**src/rtl/rv_iommu_lspa_mc_if.sv**
```systemverilog
// Load/store port bundle for the multi-channel arbiter: per-channel requester side
// (c_*) and the single downstream memory side (m_*).
interface rv_iommu_lspa_mc_if #(
    parameter int NUM_CH = 4,
    parameter int ADDR_W = 46,
    parameter int TAG_W  = 4,
    parameter int DATA_W = 512,
    parameter int CH_W   = $clog2(NUM_CH)
);
    logic [NUM_CH*ADDR_W-1:0] c_ls_addr_i;
    logic [NUM_CH*2-1:0]      c_ls_op_i;
    logic [NUM_CH*TAG_W-1:0]  c_ls_tag_i;
    logic [NUM_CH*7-1:0]      c_ls_size_i;
    logic [NUM_CH-1:0]        c_ls_req_irdy_i;
    logic [NUM_CH-1:0]        c_ls_req_trdy_o;
    logic [DATA_W-1:0]        c_ld_data_o;
    logic                     c_ld_acc_fault_o;
    logic                     c_ld_poison_o;
    logic [TAG_W-1:0]         c_ld_tag_o;
    logic [NUM_CH-1:0]        c_ld_data_irdy_o;
    logic [NUM_CH-1:0]        c_ld_data_trdy_i;
    logic [ADDR_W-1:0]        m_ls_addr_o;
    logic [1:0]               m_ls_op_o;
    logic [CH_W+TAG_W-1:0]    m_ls_tag_o;
    logic [6:0]               m_ls_size_o;
    logic                     m_ls_req_irdy_o;
    logic                     m_ls_req_trdy_i;
    logic [DATA_W-1:0]        m_ld_data_i;
    logic                     m_ld_acc_fault_i;
    logic                     m_ld_poison_i;
    logic [CH_W+TAG_W-1:0]    m_ld_tag_i;
    logic                     m_ld_data_irdy_i;
    logic                     m_ld_data_trdy_o;

    // Environment view: requesters plus memory.
    modport master (
        output c_ls_addr_i, c_ls_op_i, c_ls_tag_i, c_ls_size_i, c_ls_req_irdy_i,
        input  c_ls_req_trdy_o,
        input  c_ld_data_o, c_ld_acc_fault_o, c_ld_poison_o, c_ld_tag_o, c_ld_data_irdy_o,
        output c_ld_data_trdy_i,
        input  m_ls_addr_o, m_ls_op_o, m_ls_tag_o, m_ls_size_o, m_ls_req_irdy_o,
        output m_ls_req_trdy_i,
        output m_ld_data_i, m_ld_acc_fault_i, m_ld_poison_i, m_ld_tag_i, m_ld_data_irdy_i,
        input  m_ld_data_trdy_o
    );

    // Arbiter view.
    modport slave (
        input  c_ls_addr_i, c_ls_op_i, c_ls_tag_i, c_ls_size_i, c_ls_req_irdy_i,
        output c_ls_req_trdy_o,
        output c_ld_data_o, c_ld_acc_fault_o, c_ld_poison_o, c_ld_tag_o, c_ld_data_irdy_o,
        input  c_ld_data_trdy_i,
        output m_ls_addr_o, m_ls_op_o, m_ls_tag_o, m_ls_size_o, m_ls_req_irdy_o,
        input  m_ls_req_trdy_i,
        input  m_ld_data_i, m_ld_acc_fault_i, m_ld_poison_i, m_ld_tag_i, m_ld_data_irdy_i,
        output m_ld_data_trdy_o
    );
endinterface

```
**src/rtl/rv_iommu_lspa_mc.sv**
```systemverilog
// Multi-channel load/store port arbiter: round-robin merge onto one memory port,
// channel index carried on the downstream tag, per-channel outstanding-load caps.
module rv_iommu_lspa_mc_cnt #(
    parameter int MAX_OUTS = 8,
    parameter int CNT_W    = 4
) (
    input  logic clk,
    input  logic rst,
    input  logic inc_i,
    input  logic dec_i,
    output logic room_o,
    output logic zero_o
);
    logic [CNT_W-1:0] cnt_q, cnt_d;
    logic inc, dec;

    assign room_o = (cnt_q < CNT_W'(MAX_OUTS));
    assign zero_o = (cnt_q == '0);
    assign inc    = inc_i & room_o;
    assign dec    = dec_i & ~zero_o;

    always_comb begin
        cnt_d = cnt_q;
        if (inc && !dec)      cnt_d = cnt_q + CNT_W'(1);
        else if (!inc && dec) cnt_d = cnt_q - CNT_W'(1);
    end

    always_ff @(posedge clk or posedge rst) begin
        if (rst) cnt_q <= '0;
        else     cnt_q <= cnt_d;
    end
endmodule

module rv_iommu_lspa_mc #(
    parameter int NUM_CH   = 4,
    parameter int CH_W     = $clog2(NUM_CH),
    parameter int ADDR_W   = 46,
    parameter int TAG_W    = 4,
    parameter int DATA_W   = 512,
    parameter int MAX_OUTS = 8
) (
    input  logic                clk,
    input  logic                rst,
    rv_iommu_lspa_mc_if.slave   bus,
    output logic                illegal_op_o,
    output logic                unexp_rsp_o
);
    localparam int CNT_W = $clog2(MAX_OUTS + 1);

    logic [NUM_CH-1:0][ADDR_W-1:0] ch_addr;
    logic [NUM_CH-1:0][1:0]        ch_op;
    logic [NUM_CH-1:0][TAG_W-1:0]  ch_tag;
    logic [NUM_CH-1:0][6:0]        ch_size;

    assign ch_addr = bus.c_ls_addr_i;
    assign ch_op   = bus.c_ls_op_i;
    assign ch_tag  = bus.c_ls_tag_i;
    assign ch_size = bus.c_ls_size_i;

    logic [NUM_CH-1:0] room, zero, elig, cnt_inc, cnt_dec;
    logic              gnt_vld, slot_free, accept, gnt_ill;
    logic [CH_W-1:0]   gnt_ch;
    logic [1:0]        gnt_op;

    logic [CH_W-1:0]        ptr_q, ptr_d;
    logic                   req_vld_q, req_vld_d;
    logic [ADDR_W-1:0]      req_addr_q, req_addr_d;
    logic [1:0]             req_op_q, req_op_d;
    logic [CH_W+TAG_W-1:0]  req_tag_q, req_tag_d;
    logic [6:0]             req_size_q, req_size_d;
    logic                   illegal_q, illegal_d;

    // Stores and illegal ops never occupy a credit, so they bypass the cap.
    always_comb begin
        for (int i = 0; i < NUM_CH; i++)
            elig[i] = bus.c_ls_req_irdy_i[i] & (ch_op[i][0] | room[i]);
    end

    // Walk from the highest offset down so the closest eligible channel wins.
    always_comb begin
        gnt_vld = 1'b0;
        gnt_ch  = '0;
        for (int k = NUM_CH - 1; k >= 0; k--) begin
            if (elig[(int'(ptr_q) + k) % NUM_CH]) begin
                gnt_vld = 1'b1;
                gnt_ch  = CH_W'((int'(ptr_q) + k) % NUM_CH);
            end
        end
    end

    assign slot_free = ~req_vld_q | bus.m_ls_req_trdy_i;
    assign accept    = gnt_vld & slot_free;
    assign gnt_op    = ch_op[gnt_ch];
    assign gnt_ill   = &gnt_op;

    assign bus.c_ls_req_trdy_o = accept ? (NUM_CH'(1) << gnt_ch) : '0;

    always_comb begin
        req_vld_d  = req_vld_q & ~bus.m_ls_req_trdy_i;
        req_addr_d = req_addr_q;
        req_op_d   = req_op_q;
        req_tag_d  = req_tag_q;
        req_size_d = req_size_q;
        ptr_d      = ptr_q;
        illegal_d  = illegal_q | (accept & gnt_ill);
        if (accept) begin
            ptr_d = (int'(gnt_ch) == NUM_CH - 1) ? '0 : gnt_ch + CH_W'(1);
            if (!gnt_ill) begin
                req_vld_d  = 1'b1;
                req_addr_d = ch_addr[gnt_ch];
                req_op_d   = gnt_op;
                req_tag_d  = {gnt_ch, ch_tag[gnt_ch]};
                req_size_d = ch_size[gnt_ch];
            end
        end
    end

    always_ff @(posedge clk or posedge rst) begin
        if (rst) begin
            ptr_q      <= '0;
            req_vld_q  <= 1'b0;
            req_addr_q <= '0;
            req_op_q   <= '0;
            req_tag_q  <= '0;
            req_size_q <= '0;
            illegal_q  <= 1'b0;
        end else begin
            ptr_q      <= ptr_d;
            req_vld_q  <= req_vld_d;
            req_addr_q <= req_addr_d;
            req_op_q   <= req_op_d;
            req_tag_q  <= req_tag_d;
            req_size_q <= req_size_d;
            illegal_q  <= illegal_d;
        end
    end

    assign bus.m_ls_req_irdy_o = req_vld_q;
    assign bus.m_ls_addr_o     = req_addr_q;
    assign bus.m_ls_op_o       = req_op_q;
    assign bus.m_ls_tag_o      = req_tag_q;
    assign bus.m_ls_size_o     = req_size_q;
    assign illegal_op_o        = illegal_q;

    // Response buffer: one entry, routed by the channel field of the returned tag.
    logic                rsp_vld_q, rsp_vld_d;
    logic [CH_W-1:0]     rsp_ch_q, rsp_ch_d;
    logic [TAG_W-1:0]    rsp_tag_q, rsp_tag_d;
    logic [DATA_W-1:0]   rsp_data_q, rsp_data_d;
    logic                rsp_flt_q, rsp_flt_d;
    logic                rsp_psn_q, rsp_psn_d;
    logic                unexp_q, unexp_d;
    logic [CH_W-1:0]     rsp_ch_in;
    logic [(1<<CH_W)-1:0] bad_tbl;
    logic                rsp_bad, rsp_done, m_acc;

    assign rsp_ch_in = bus.m_ld_tag_i[CH_W+TAG_W-1:TAG_W];

    // Unused channel encodings are always bad; real channels are bad with no credit out.
    for (genvar i = 0; i < (1 << CH_W); i++) begin : g_bad
        if (i < NUM_CH) begin : g_real
            assign bad_tbl[i] = zero[i];
        end else begin : g_void
            assign bad_tbl[i] = 1'b1;
        end
    end

    assign rsp_bad              = bad_tbl[rsp_ch_in];
    assign rsp_done             = rsp_vld_q & bus.c_ld_data_trdy_i[rsp_ch_q];
    assign bus.m_ld_data_trdy_o = ~rsp_vld_q | rsp_done;
    assign m_acc                = bus.m_ld_data_irdy_i & bus.m_ld_data_trdy_o;

    always_comb begin
        rsp_vld_d  = rsp_vld_q & ~rsp_done;
        rsp_ch_d   = rsp_ch_q;
        rsp_tag_d  = rsp_tag_q;
        rsp_data_d = rsp_data_q;
        rsp_flt_d  = rsp_flt_q;
        rsp_psn_d  = rsp_psn_q;
        unexp_d    = unexp_q | (m_acc & rsp_bad);
        if (m_acc && !rsp_bad) begin
            rsp_vld_d  = 1'b1;
            rsp_ch_d   = rsp_ch_in;
            rsp_tag_d  = bus.m_ld_tag_i[TAG_W-1:0];
            rsp_data_d = bus.m_ld_data_i;
            rsp_flt_d  = bus.m_ld_acc_fault_i;
            rsp_psn_d  = bus.m_ld_poison_i;
        end
    end

    always_ff @(posedge clk or posedge rst) begin
        if (rst) begin
            rsp_vld_q  <= 1'b0;
            rsp_ch_q   <= '0;
            rsp_tag_q  <= '0;
            rsp_data_q <= '0;
            rsp_flt_q  <= 1'b0;
            rsp_psn_q  <= 1'b0;
            unexp_q    <= 1'b0;
        end else begin
            rsp_vld_q  <= rsp_vld_d;
            rsp_ch_q   <= rsp_ch_d;
            rsp_tag_q  <= rsp_tag_d;
            rsp_data_q <= rsp_data_d;
            rsp_flt_q  <= rsp_flt_d;
            rsp_psn_q  <= rsp_psn_d;
            unexp_q    <= unexp_d;
        end
    end

    assign bus.c_ld_data_irdy_o = rsp_vld_q ? (NUM_CH'(1) << rsp_ch_q) : '0;
    assign bus.c_ld_tag_o       = rsp_tag_q;
    assign bus.c_ld_data_o      = rsp_data_q;
    assign bus.c_ld_acc_fault_o = rsp_flt_q;
    assign bus.c_ld_poison_o    = rsp_psn_q;
    assign unexp_rsp_o          = unexp_q;

    // Credit reserved at accept for loads/AMOs, returned on channel handshake.
    for (genvar i = 0; i < NUM_CH; i++) begin : g_ch
        assign cnt_inc[i] = accept & (gnt_ch == CH_W'(i)) & ~gnt_op[0];
        assign cnt_dec[i] = rsp_done & (rsp_ch_q == CH_W'(i));

        rv_iommu_lspa_mc_cnt #(.MAX_OUTS(MAX_OUTS), .CNT_W(CNT_W)) u_cnt (
            .clk    (clk),
            .rst    (rst),
            .inc_i  (cnt_inc[i]),
            .dec_i  (cnt_dec[i]),
            .room_o (room[i]),
            .zero_o (zero[i])
        );
    end
endmodule
```
**src/flat_wrapper.sv**
```systemverilog
// flat-port wrapper written by rule: the top's interface ports become plain ports
module rv_iommu_lspa_mc_flat 
#(
    parameter int NUM_CH   = 4,
    parameter int CH_W     = $clog2(NUM_CH),
    parameter int ADDR_W   = 46,
    parameter int TAG_W    = 4,
    parameter int DATA_W   = 512,
    parameter int MAX_OUTS = 8
)
  (clk, rst, illegal_op_o, unexp_rsp_o, bus_c_ls_addr_i, bus_c_ls_op_i, bus_c_ls_tag_i, bus_c_ls_size_i, bus_c_ls_req_irdy_i, bus_c_ls_req_trdy_o, bus_c_ld_data_o, bus_c_ld_acc_fault_o, bus_c_ld_poison_o, bus_c_ld_tag_o, bus_c_ld_data_irdy_o, bus_c_ld_data_trdy_i, bus_m_ls_addr_o, bus_m_ls_op_o, bus_m_ls_tag_o, bus_m_ls_size_o, bus_m_ls_req_irdy_o, bus_m_ls_req_trdy_i, bus_m_ld_data_i, bus_m_ld_acc_fault_i, bus_m_ld_poison_i, bus_m_ld_tag_i, bus_m_ld_data_irdy_i, bus_m_ld_data_trdy_o);
  rv_iommu_lspa_mc_if #(.NUM_CH(NUM_CH), .ADDR_W(ADDR_W), .TAG_W(TAG_W), .DATA_W(DATA_W), .CH_W(CH_W)) bus_i ();
  input  logic clk;
  input  logic rst;
  output logic illegal_op_o;
  output logic unexp_rsp_o;
  input wire logic [$bits(bus_i.c_ls_addr_i)-1:0] bus_c_ls_addr_i;
  input wire logic [$bits(bus_i.c_ls_op_i)-1:0] bus_c_ls_op_i;
  input wire logic [$bits(bus_i.c_ls_tag_i)-1:0] bus_c_ls_tag_i;
  input wire logic [$bits(bus_i.c_ls_size_i)-1:0] bus_c_ls_size_i;
  input wire logic [$bits(bus_i.c_ls_req_irdy_i)-1:0] bus_c_ls_req_irdy_i;
  output wire logic [$bits(bus_i.c_ls_req_trdy_o)-1:0] bus_c_ls_req_trdy_o;
  output wire logic [$bits(bus_i.c_ld_data_o)-1:0] bus_c_ld_data_o;
  output wire logic [$bits(bus_i.c_ld_acc_fault_o)-1:0] bus_c_ld_acc_fault_o;
  output wire logic [$bits(bus_i.c_ld_poison_o)-1:0] bus_c_ld_poison_o;
  output wire logic [$bits(bus_i.c_ld_tag_o)-1:0] bus_c_ld_tag_o;
  output wire logic [$bits(bus_i.c_ld_data_irdy_o)-1:0] bus_c_ld_data_irdy_o;
  input wire logic [$bits(bus_i.c_ld_data_trdy_i)-1:0] bus_c_ld_data_trdy_i;
  output wire logic [$bits(bus_i.m_ls_addr_o)-1:0] bus_m_ls_addr_o;
  output wire logic [$bits(bus_i.m_ls_op_o)-1:0] bus_m_ls_op_o;
  output wire logic [$bits(bus_i.m_ls_tag_o)-1:0] bus_m_ls_tag_o;
  output wire logic [$bits(bus_i.m_ls_size_o)-1:0] bus_m_ls_size_o;
  output wire logic [$bits(bus_i.m_ls_req_irdy_o)-1:0] bus_m_ls_req_irdy_o;
  input wire logic [$bits(bus_i.m_ls_req_trdy_i)-1:0] bus_m_ls_req_trdy_i;
  input wire logic [$bits(bus_i.m_ld_data_i)-1:0] bus_m_ld_data_i;
  input wire logic [$bits(bus_i.m_ld_acc_fault_i)-1:0] bus_m_ld_acc_fault_i;
  input wire logic [$bits(bus_i.m_ld_poison_i)-1:0] bus_m_ld_poison_i;
  input wire logic [$bits(bus_i.m_ld_tag_i)-1:0] bus_m_ld_tag_i;
  input wire logic [$bits(bus_i.m_ld_data_irdy_i)-1:0] bus_m_ld_data_irdy_i;
  output wire logic [$bits(bus_i.m_ld_data_trdy_o)-1:0] bus_m_ld_data_trdy_o;
  assign bus_i.c_ls_addr_i = bus_c_ls_addr_i;
  assign bus_i.c_ls_op_i = bus_c_ls_op_i;
  assign bus_i.c_ls_tag_i = bus_c_ls_tag_i;
  assign bus_i.c_ls_size_i = bus_c_ls_size_i;
  assign bus_i.c_ls_req_irdy_i = bus_c_ls_req_irdy_i;
  assign bus_c_ls_req_trdy_o = bus_i.c_ls_req_trdy_o;
  assign bus_c_ld_data_o = bus_i.c_ld_data_o;
  assign bus_c_ld_acc_fault_o = bus_i.c_ld_acc_fault_o;
  assign bus_c_ld_poison_o = bus_i.c_ld_poison_o;
  assign bus_c_ld_tag_o = bus_i.c_ld_tag_o;
  assign bus_c_ld_data_irdy_o = bus_i.c_ld_data_irdy_o;
  assign bus_i.c_ld_data_trdy_i = bus_c_ld_data_trdy_i;
  assign bus_m_ls_addr_o = bus_i.m_ls_addr_o;
  assign bus_m_ls_op_o = bus_i.m_ls_op_o;
  assign bus_m_ls_tag_o = bus_i.m_ls_tag_o;
  assign bus_m_ls_size_o = bus_i.m_ls_size_o;
  assign bus_m_ls_req_irdy_o = bus_i.m_ls_req_irdy_o;
  assign bus_i.m_ls_req_trdy_i = bus_m_ls_req_trdy_i;
  assign bus_i.m_ld_data_i = bus_m_ld_data_i;
  assign bus_i.m_ld_acc_fault_i = bus_m_ld_acc_fault_i;
  assign bus_i.m_ld_poison_i = bus_m_ld_poison_i;
  assign bus_i.m_ld_tag_i = bus_m_ld_tag_i;
  assign bus_i.m_ld_data_irdy_i = bus_m_ld_data_irdy_i;
  assign bus_m_ld_data_trdy_o = bus_i.m_ld_data_trdy_o;
  rv_iommu_lspa_mc #(.NUM_CH(NUM_CH), .CH_W(CH_W), .ADDR_W(ADDR_W), .TAG_W(TAG_W), .DATA_W(DATA_W), .MAX_OUTS(MAX_OUTS)) u_core (.clk(clk), .rst(rst), .bus(bus_i), .illegal_op_o(illegal_op_o), .unexp_rsp_o(unexp_rsp_o));
endmodule
```
**config.mk**
```make
export PLATFORM = sky130hd
export DESIGN_NAME = rv_iommu_lspa_mc_flat
export DESIGN_NICKNAME = d
export VERILOG_FILES = /design/src/rtl/rv_iommu_lspa_mc_if.sv /design/src/rtl/rv_iommu_lspa_mc.sv /design/src/flat_wrapper.sv
export SDC_FILE = /design/constraint.sdc
export NUM_CORES = 1
export LEC_CHECK = 0
export ABC_AREA = 1
export BUFFER_PORTS_ARGS = -buffer_cell sky130_fd_sc_hd__buf_4
export CORE_AREA = 2 2 524 526
export DETAILED_ROUTE_END_ITERATION = 7
export DIE_AREA = 0 0 526 528
export PLACE_DENSITY_LB_ADDON = 0.2
export SLEW_MARGIN = 20
export SYNTH_ARGS = -nofsm -noshare
export SYNTH_HDL_FRONTEND = slang
export SYNTH_SLANG_ARGS = --single-unit
```
**constraint.sdc**
```tcl
create_clock -name clk -period 28.7 [get_ports clk]
set_clock_uncertainty 0.2 [all_clocks]
set_input_delay 4.305 -clock clk [delete_from_list [all_inputs] [get_ports clk]]
set_output_delay 4.305 -clock clk [all_outputs]
set_load 0.03 [all_outputs]
```
# == Yosys cells after proc, flatten, opt, wreduce, memory -nomap -nowiden ==
# Index checks and enable logic that the tools add are counted.
# totals
latchBits,0
mem_bits_ro,0
word_cells,180
memories,0
output_inout_bits,591
ramBits,0
reg_bits,603
input_bits,768
# op_classes
add_sub_neg,12
n_bitwise,52
n_reduce_logical,33
mul,0
div_mod_pow,0
n_eq_ne,7
shift,2
mux,45
order_cmp,11
# op_table
op,n
46-bit binary-select mux with 2-bit select,1
46-bit two-way mux,1
4-bit two-way mux,11
1-bit bitwise AND,31
"4-bit by 1-bit adder with 4-bit output, second input constant",4
4-bit zero test,4
"4-bit less-than comparator, second input constant",4
1-bit two-way mux,16
"4-bit by 1-bit subtractor with 4-bit output, second input constant",4
7-bit binary-select mux with 2-bit select,1
1-bit binary-select mux with 2-bit select,6
"2-bit by 3-bit less-than comparator with 1-bit output, second input constant",4
"3-bit by 4-bit less-than comparator with 1-bit output, second input constant",3
2-bit two-way mux,6
1-bit NOT,10
1-bit logical AND,9
1-bit zero test,9
4-bit binary-select mux with 2-bit select,1
"2-bit equality test, second input constant",4
1-bit bitwise OR,8
2-bit nonzero test,4
"1-bit by 2-bit left shift with 4-bit output, first input constant",2
7-bit two-way mux,1
"2-bit by 1-bit equality test with 1-bit output, second input constant",3
other kinds (7),15

# == Longest topological paths before layout ==
# logic_depth
ltp_word,19
ltp_mapped,25
depth_no_buf,24

# == Cells and area by module ==
# Synthesis repeated with hierarchy kept, for this count alone.
# hier_totals
hier_cells,2228
hier_area_um2,25809.8
# by_module_without_submodules
mod,cells_per_inst,seq_area_each_um2,area_each_um2,n_inst
rv_iommu_lspa_mc,2060,14689.1,24568.6,1
rv_iommu_lspa_mc_cnt,42,100.1,310.3,4

# == Worst setup path before layout ==
# Ideal clock, no wire load.
# synth_timing
path_kind,input-to-output
from,input port bus_c_ls_op_i[4]
to,output port bus_c_ls_req_trdy_o[2]
setup_slack_ps,18359
arrival_time_ps,5836
required_time_ps,24195
path_buffers,2
path_stages,16
path_cell_list,inv_1 -> nand2_1 -> nand3_1 -> nand2_1 -> nand2_1 -> nand2_1 -> inv_1 -> nand2_1 -> nand2_1 -> nand2_2 -> nand2_4 -> buf_6 -> buf_2 -> nor2_1 -> inv_1 -> nor2_1
# synth_via
elab_chain_cells,11
elab_cells_between_ends,24
classes_between,1 x shift; 20 x mux; 3 x bitwise
# synth_rtl
element,line,source
start: declaration,flat_wrapper.sv:18,input wire logic [$bits(bus_i.c_ls_op_i)-1:0] bus_c_ls_op_i;
1-bit bitwise OR (*),rv_iommu_lspa_mc.sv:76,elig[i] = bus.c_ls_req_irdy_i[i] & (ch_op[i][0] | room[i]);
1-bit bitwise AND (*),rv_iommu_lspa_mc.sv:76,
1-bit binary-select mux with 2-bit select,rv_iommu_lspa_mc.sv:84,if (elig[(int'(ptr_q) + k) % NUM_CH]) begin
1-bit two-way mux (implied by the code) (2 in series),rv_iommu_lspa_mc.sv:84,
2-bit two-way mux / 1-bit two-way mux (equally long branches) (4 in series),rv_iommu_lspa_mc.sv:84,
1-bit by 2-bit left shift with 4-bit output / 1-bit bitwise AND (equally long branches),"rv_iommu_lspa_mc.sv:96, rv_iommu_lspa_mc.sv:92",
4-bit two-way mux (*),rv_iommu_lspa_mc.sv:96,assign bus.c_ls_req_trdy_o = accept ? (NUM_CH'(1) << gnt_ch) : '0;
end: declaration,flat_wrapper.sv:22,output wire logic [$bits(bus_i.c_ls_req_trdy_o)-1:0] bus_c_ls_req_trdy_o;
# Every way passes the cells marked *; elsewhere a longest branch is shown, timed or not. The select of a mux whose other input is x is not followed.

# == Final worst setup path ==
# layout_timing
from,input port bus_c_ls_op_i[4]
to,output port bus_c_ls_req_trdy_o[1]
# Same word-level chain as after synthesis.

==> impl_metrics.csv <==
group,metric,value,unit
yosys,synth_seq_area_share,0.563,
timing,period_minus_slack,11.61,ns
route,wirelength,178000,um
clocking,cts_root_buf,"clkbuf_16",
placement,gp_congestion,0.893,
setup_path,required,24.19,ns
pwr,clkPwrFrac,0.196,
finish,fin_util,0.162,
setup_path,endpoint_kind,"output pin",
setup_path,worstSetupStartpointType,"primary input",
route,drt_pass1_iterations,5,
route,antenna_left,0,
run,max-cap-violations,0,
clocking,cts_buffers,90,
floorplanning,dieWidth,526,um
clocking,clk_pin_slew_worst_paths,0.05,ns
grt,grt_pass1_vias,27300,
clocking,clock_sinks,603,
timing,setup_tns,0,ns
floorplanning,num_rows,192,
timing,setup_viol,0,
yosys,postSynthCellCount,3292,
finish,drive_gt1_frac,0.334,
yosys,syn_area,0.0268,sq mm
yosys,synth_xor_xnor_area_share,0.00453,
timing,rsz0062_at_grt,"no",
clocking,ctsLongestPathBuffers,3,
pwr,power.switching,3.15,mW
pwr,pwr-share-seq,0.258,
yosys,synth_top_family_by_area,"simple AND/OR/NAND/NOR gates",
yosys,ys_top_cells_by_area,"dfrtp_1, nand2_1, o21ai_0, inv_1, nand3_1",
clocking,holdBufCountCts,0,
route,drt-vias-per-instance,3.21,
yosys,synth_fp_nets,4077,
yosys,synth_compound_area_frac,0.103,
route,avgRoutedWirePerCell,21.5,um
route,detail_route.iter0.violations,1620,
pwr,p_int,2.99,mW
finish,fin_nets,5373,
grt,grt_max_degree,149,
timing,fmax,86.2,MHz
setup_path,crit_fanout,62,
timing,tightest_slew,1.07,ns
yosys,avgSynthCellArea,8.14,sq um
pwr,power.leakage,23.5,nW
yosys,synth.yosys.warnings,0,
yosys,yosys.area.top_type,"dfrtp_1",
grt,grt_pass1_wl,238000,um
grt,globalRouteOverflowTotal,0,
pwr,swShare,0.513,
floorplanning,die_area,0.278,sq mm
placement,place_hpwl,146000,um
grt,grt_util_all_layers,0.124,
route,vias,26600,
yosys,muxShareOfSynthArea,0.00168,
timing,hold_violations,0,
timing,slew_violations,0,
yosys,yosysUniqueCellTypes,33,
min_path,min_path_type,"register to register",
pwr,worst_ir_drop_vdd,0.0935,mV
clocking,cts_tree,"yes",
setup_path,critPathArrivalTime,7.10,ns
timing,layout_worst_path_cycle_share,0.404,
clocking,clkLatencyLatePin,0.71,ns
outcome,outcome,"complete, no violations",
floorplanning,core,0.272,sq mm
placement,portBuffers,1358,
placement,dp.cells,8084,
finish,syn_to_final_growth,64.5,%
clocking,postCtsSetupBuffers,0,
yosys,synth_top_area_frac,0.563,
setup_path,crit_type,"primary input to output pin",
pwr,powerDensity,139,mW/mm^2
floorplanning,die_h,528,um
yosys,synth_seq_cells,603,
clocking,cts_resized,0,
yosys,synthSimpleGateAreaFrac,0.189,
grt,antenna_found_initial,79,
route,drc,0,
timing,max-slew-margin-rel,0.287,
clocking,htreeDepth,3,
finish,instances_no_fill,8284,
yosys,synthAdderAreaFrac,0.00906,
floorplanning,initial_core_util,0.0983,
pwr,pwr-share-comb,0.546,
floorplanning,pin_count,1359,
==> cell usage after synthesis <==
library cell and count:
fa_1 4, a21o_1 4, nand2_2 3, buf_2 64
o22ai_1 1, nand4_1 1, buf_1 7, inv_1 663
buf_6 3, a221oi_2 1, inv_2 6, o211ai_1 1
o21bai_1 2, nand3b_1 1, dfrtp_1 603, nand3_1 197
nand2_4 1, nor4_1 4, clkbuf_1 55, mux2_2 4
buf_4 49, nand3_2 4, xor2_2 1, xnor2_1 12
or3b_2 1, a31oi_1 1, nor2_1 19, nor3_1 7
ha_1 13, a21oi_1 4, o21ai_0 527, a21boi_0 2
nand2_1 1027
==> worst max-delay path: stages <==
cell and delay, ns:
buf_4 0.11, inv_1 0.07, nand2_1 0.07, nand3_1 0.07, nand2_1 0.10, nand2_1 0.08, nand2_1 0.05, inv_1 0.06
nand2_1 0.07, nand2_1 0.08, nand2_2 0.10, nand2_4 0.55, clkinv_2 0.82, nor2_1 0.29, buf_4 0.19
==> cells in the final DEF (no fill, tap or decap), drive strengths merged, types with 19 or more instances in the layout <==
master,count
buf,1382
nand2,1031
inv,671
dfrtp,603
o21ai,527
nand3,201
clkbuf,128
diode,32
clkinv,23
nor2,19
==> final timing paths <==
check,slack (ns),endpoint,depth (start not counted),from
hold reg to reg,0.28,u_core.bus.c_ld_data_o[58],2,u_core.bus.c_ld_data_o[58]
min in group asynchronous,3.59,u_core.bus.c_ld_data_o[275],2,rst
max in group asynchronous,21.67,u_core.bus.c_ld_data_o[238],5,rst
setup reg to reg,23.68,u_core.g_ch[1].u_cnt.cnt_q[3],21,u_core.ptr_q[0]
hold / removal,0.28,u_core.bus.c_ld_data_o[58],2,u_core.bus.c_ld_data_o[58]
setup / recovery,17.09,bus_c_ls_req_trdy_o[1],15,bus_c_ls_op_i[4]
==> per-layer routing <==
| layer | vias up | wire length (um) | track usage |
|---|---|---|---|
| met1 | 12500 | 72200 | 0.147 |
| met2 | 1198 | 78400 | 0.190 |
| li1 | 12600 | - | - |
| met4 | 54 | 5160 | 0.0404 |
| met5 | - | 623 | 0.00762 |
| met3 | 224 | 21300 | 0.0641 |
==> state kept, by name, summed over array words and instances, names as in the netlist <==
register,cells
u_core.rsp_ch_q,2
u_core.bus.c_ld_poison_o,1
u_core.bus.m_ls_size_o,7
u_core.ptr_q,2
u_core.bus.c_ld_acc_fault_o,1
u_core.unexp_rsp_o,1
u_core.bus.m_ls_addr_o,46
u_core.bus.m_ls_req_irdy_o,1
u_core.g_ch.u_cnt.cnt_q,16
u_core.rsp_vld_q,1
u_core.bus.m_ls_tag_o,6
u_core.illegal_op_o,1
u_core.bus.c_ld_tag_o,4
u_core.bus.c_ld_data_o,512
u_core.bus.m_ls_op_o,2
==> per-stage QoR <==
step                area (sq um)  hold slack [ns]  total power [mW]  setup WS, ns
floorplan                  26800            0.266              3.44          7.32
global placement           40800            0.267              5.02         17.00
detailed placement         40800            0.274              5.02         17.09
CTS                        43900            0.288              6.29         17.08
global route               44000            0.304              6.60         16.78
finish                     44000            0.284              6.14         17.09
==> cell type report <==
class / instances / area, sq um
Clock inverter: 39 / 539
Sequential cell: 603 / 15100
Multi-Input combinational cell: 1842 / 8270
Fill cell: 31200 / 228000
Clock buffer: 128 / 2630
Antenna cell: 32 / 80.1
Timing Repair Buffer: 1382 / 10400
Inverter: 669 / 2520
Tap cell: 3589 / 4490
==> cells by family (layout without fill, tap and decap cells) <==
| family | after synthesis | after routing |
|---|---|---|
| buffers and inverters | 847 | 2218 |
| other | 0 | 32 |
| xor gates and xnor gates | 13 | 13 |
| adders and majority gates | 17 | 17 |
| DFF | 603 | 603 |
| AOI/OAI and AO/OA | 543 | 543 |
| muxes | 4 | 4 |
| and+or+nand+nor | 1265 | 1265 |
==> power groups by stage <==
| stage | combinational (mW) | clock (mW) | sequential, mW |
|---|---|---|---|
| 2_1_floorplan | 1.18 | 0 | 2.26 |
| 3_3_place_gp | 3.44 | 0 | 1.59 |
| 3_5_place_dp | 3.43 | 0 | 1.59 |
| 4_1_cts | 3.44 | 1.27 | 1.59 |
| 5_1_grt | 3.66 | 1.30 | 1.64 |
| 6_report | 3.36 | 1.20 | 1.58 |
No activity file was read; power rests on OpenSTA's default activity.
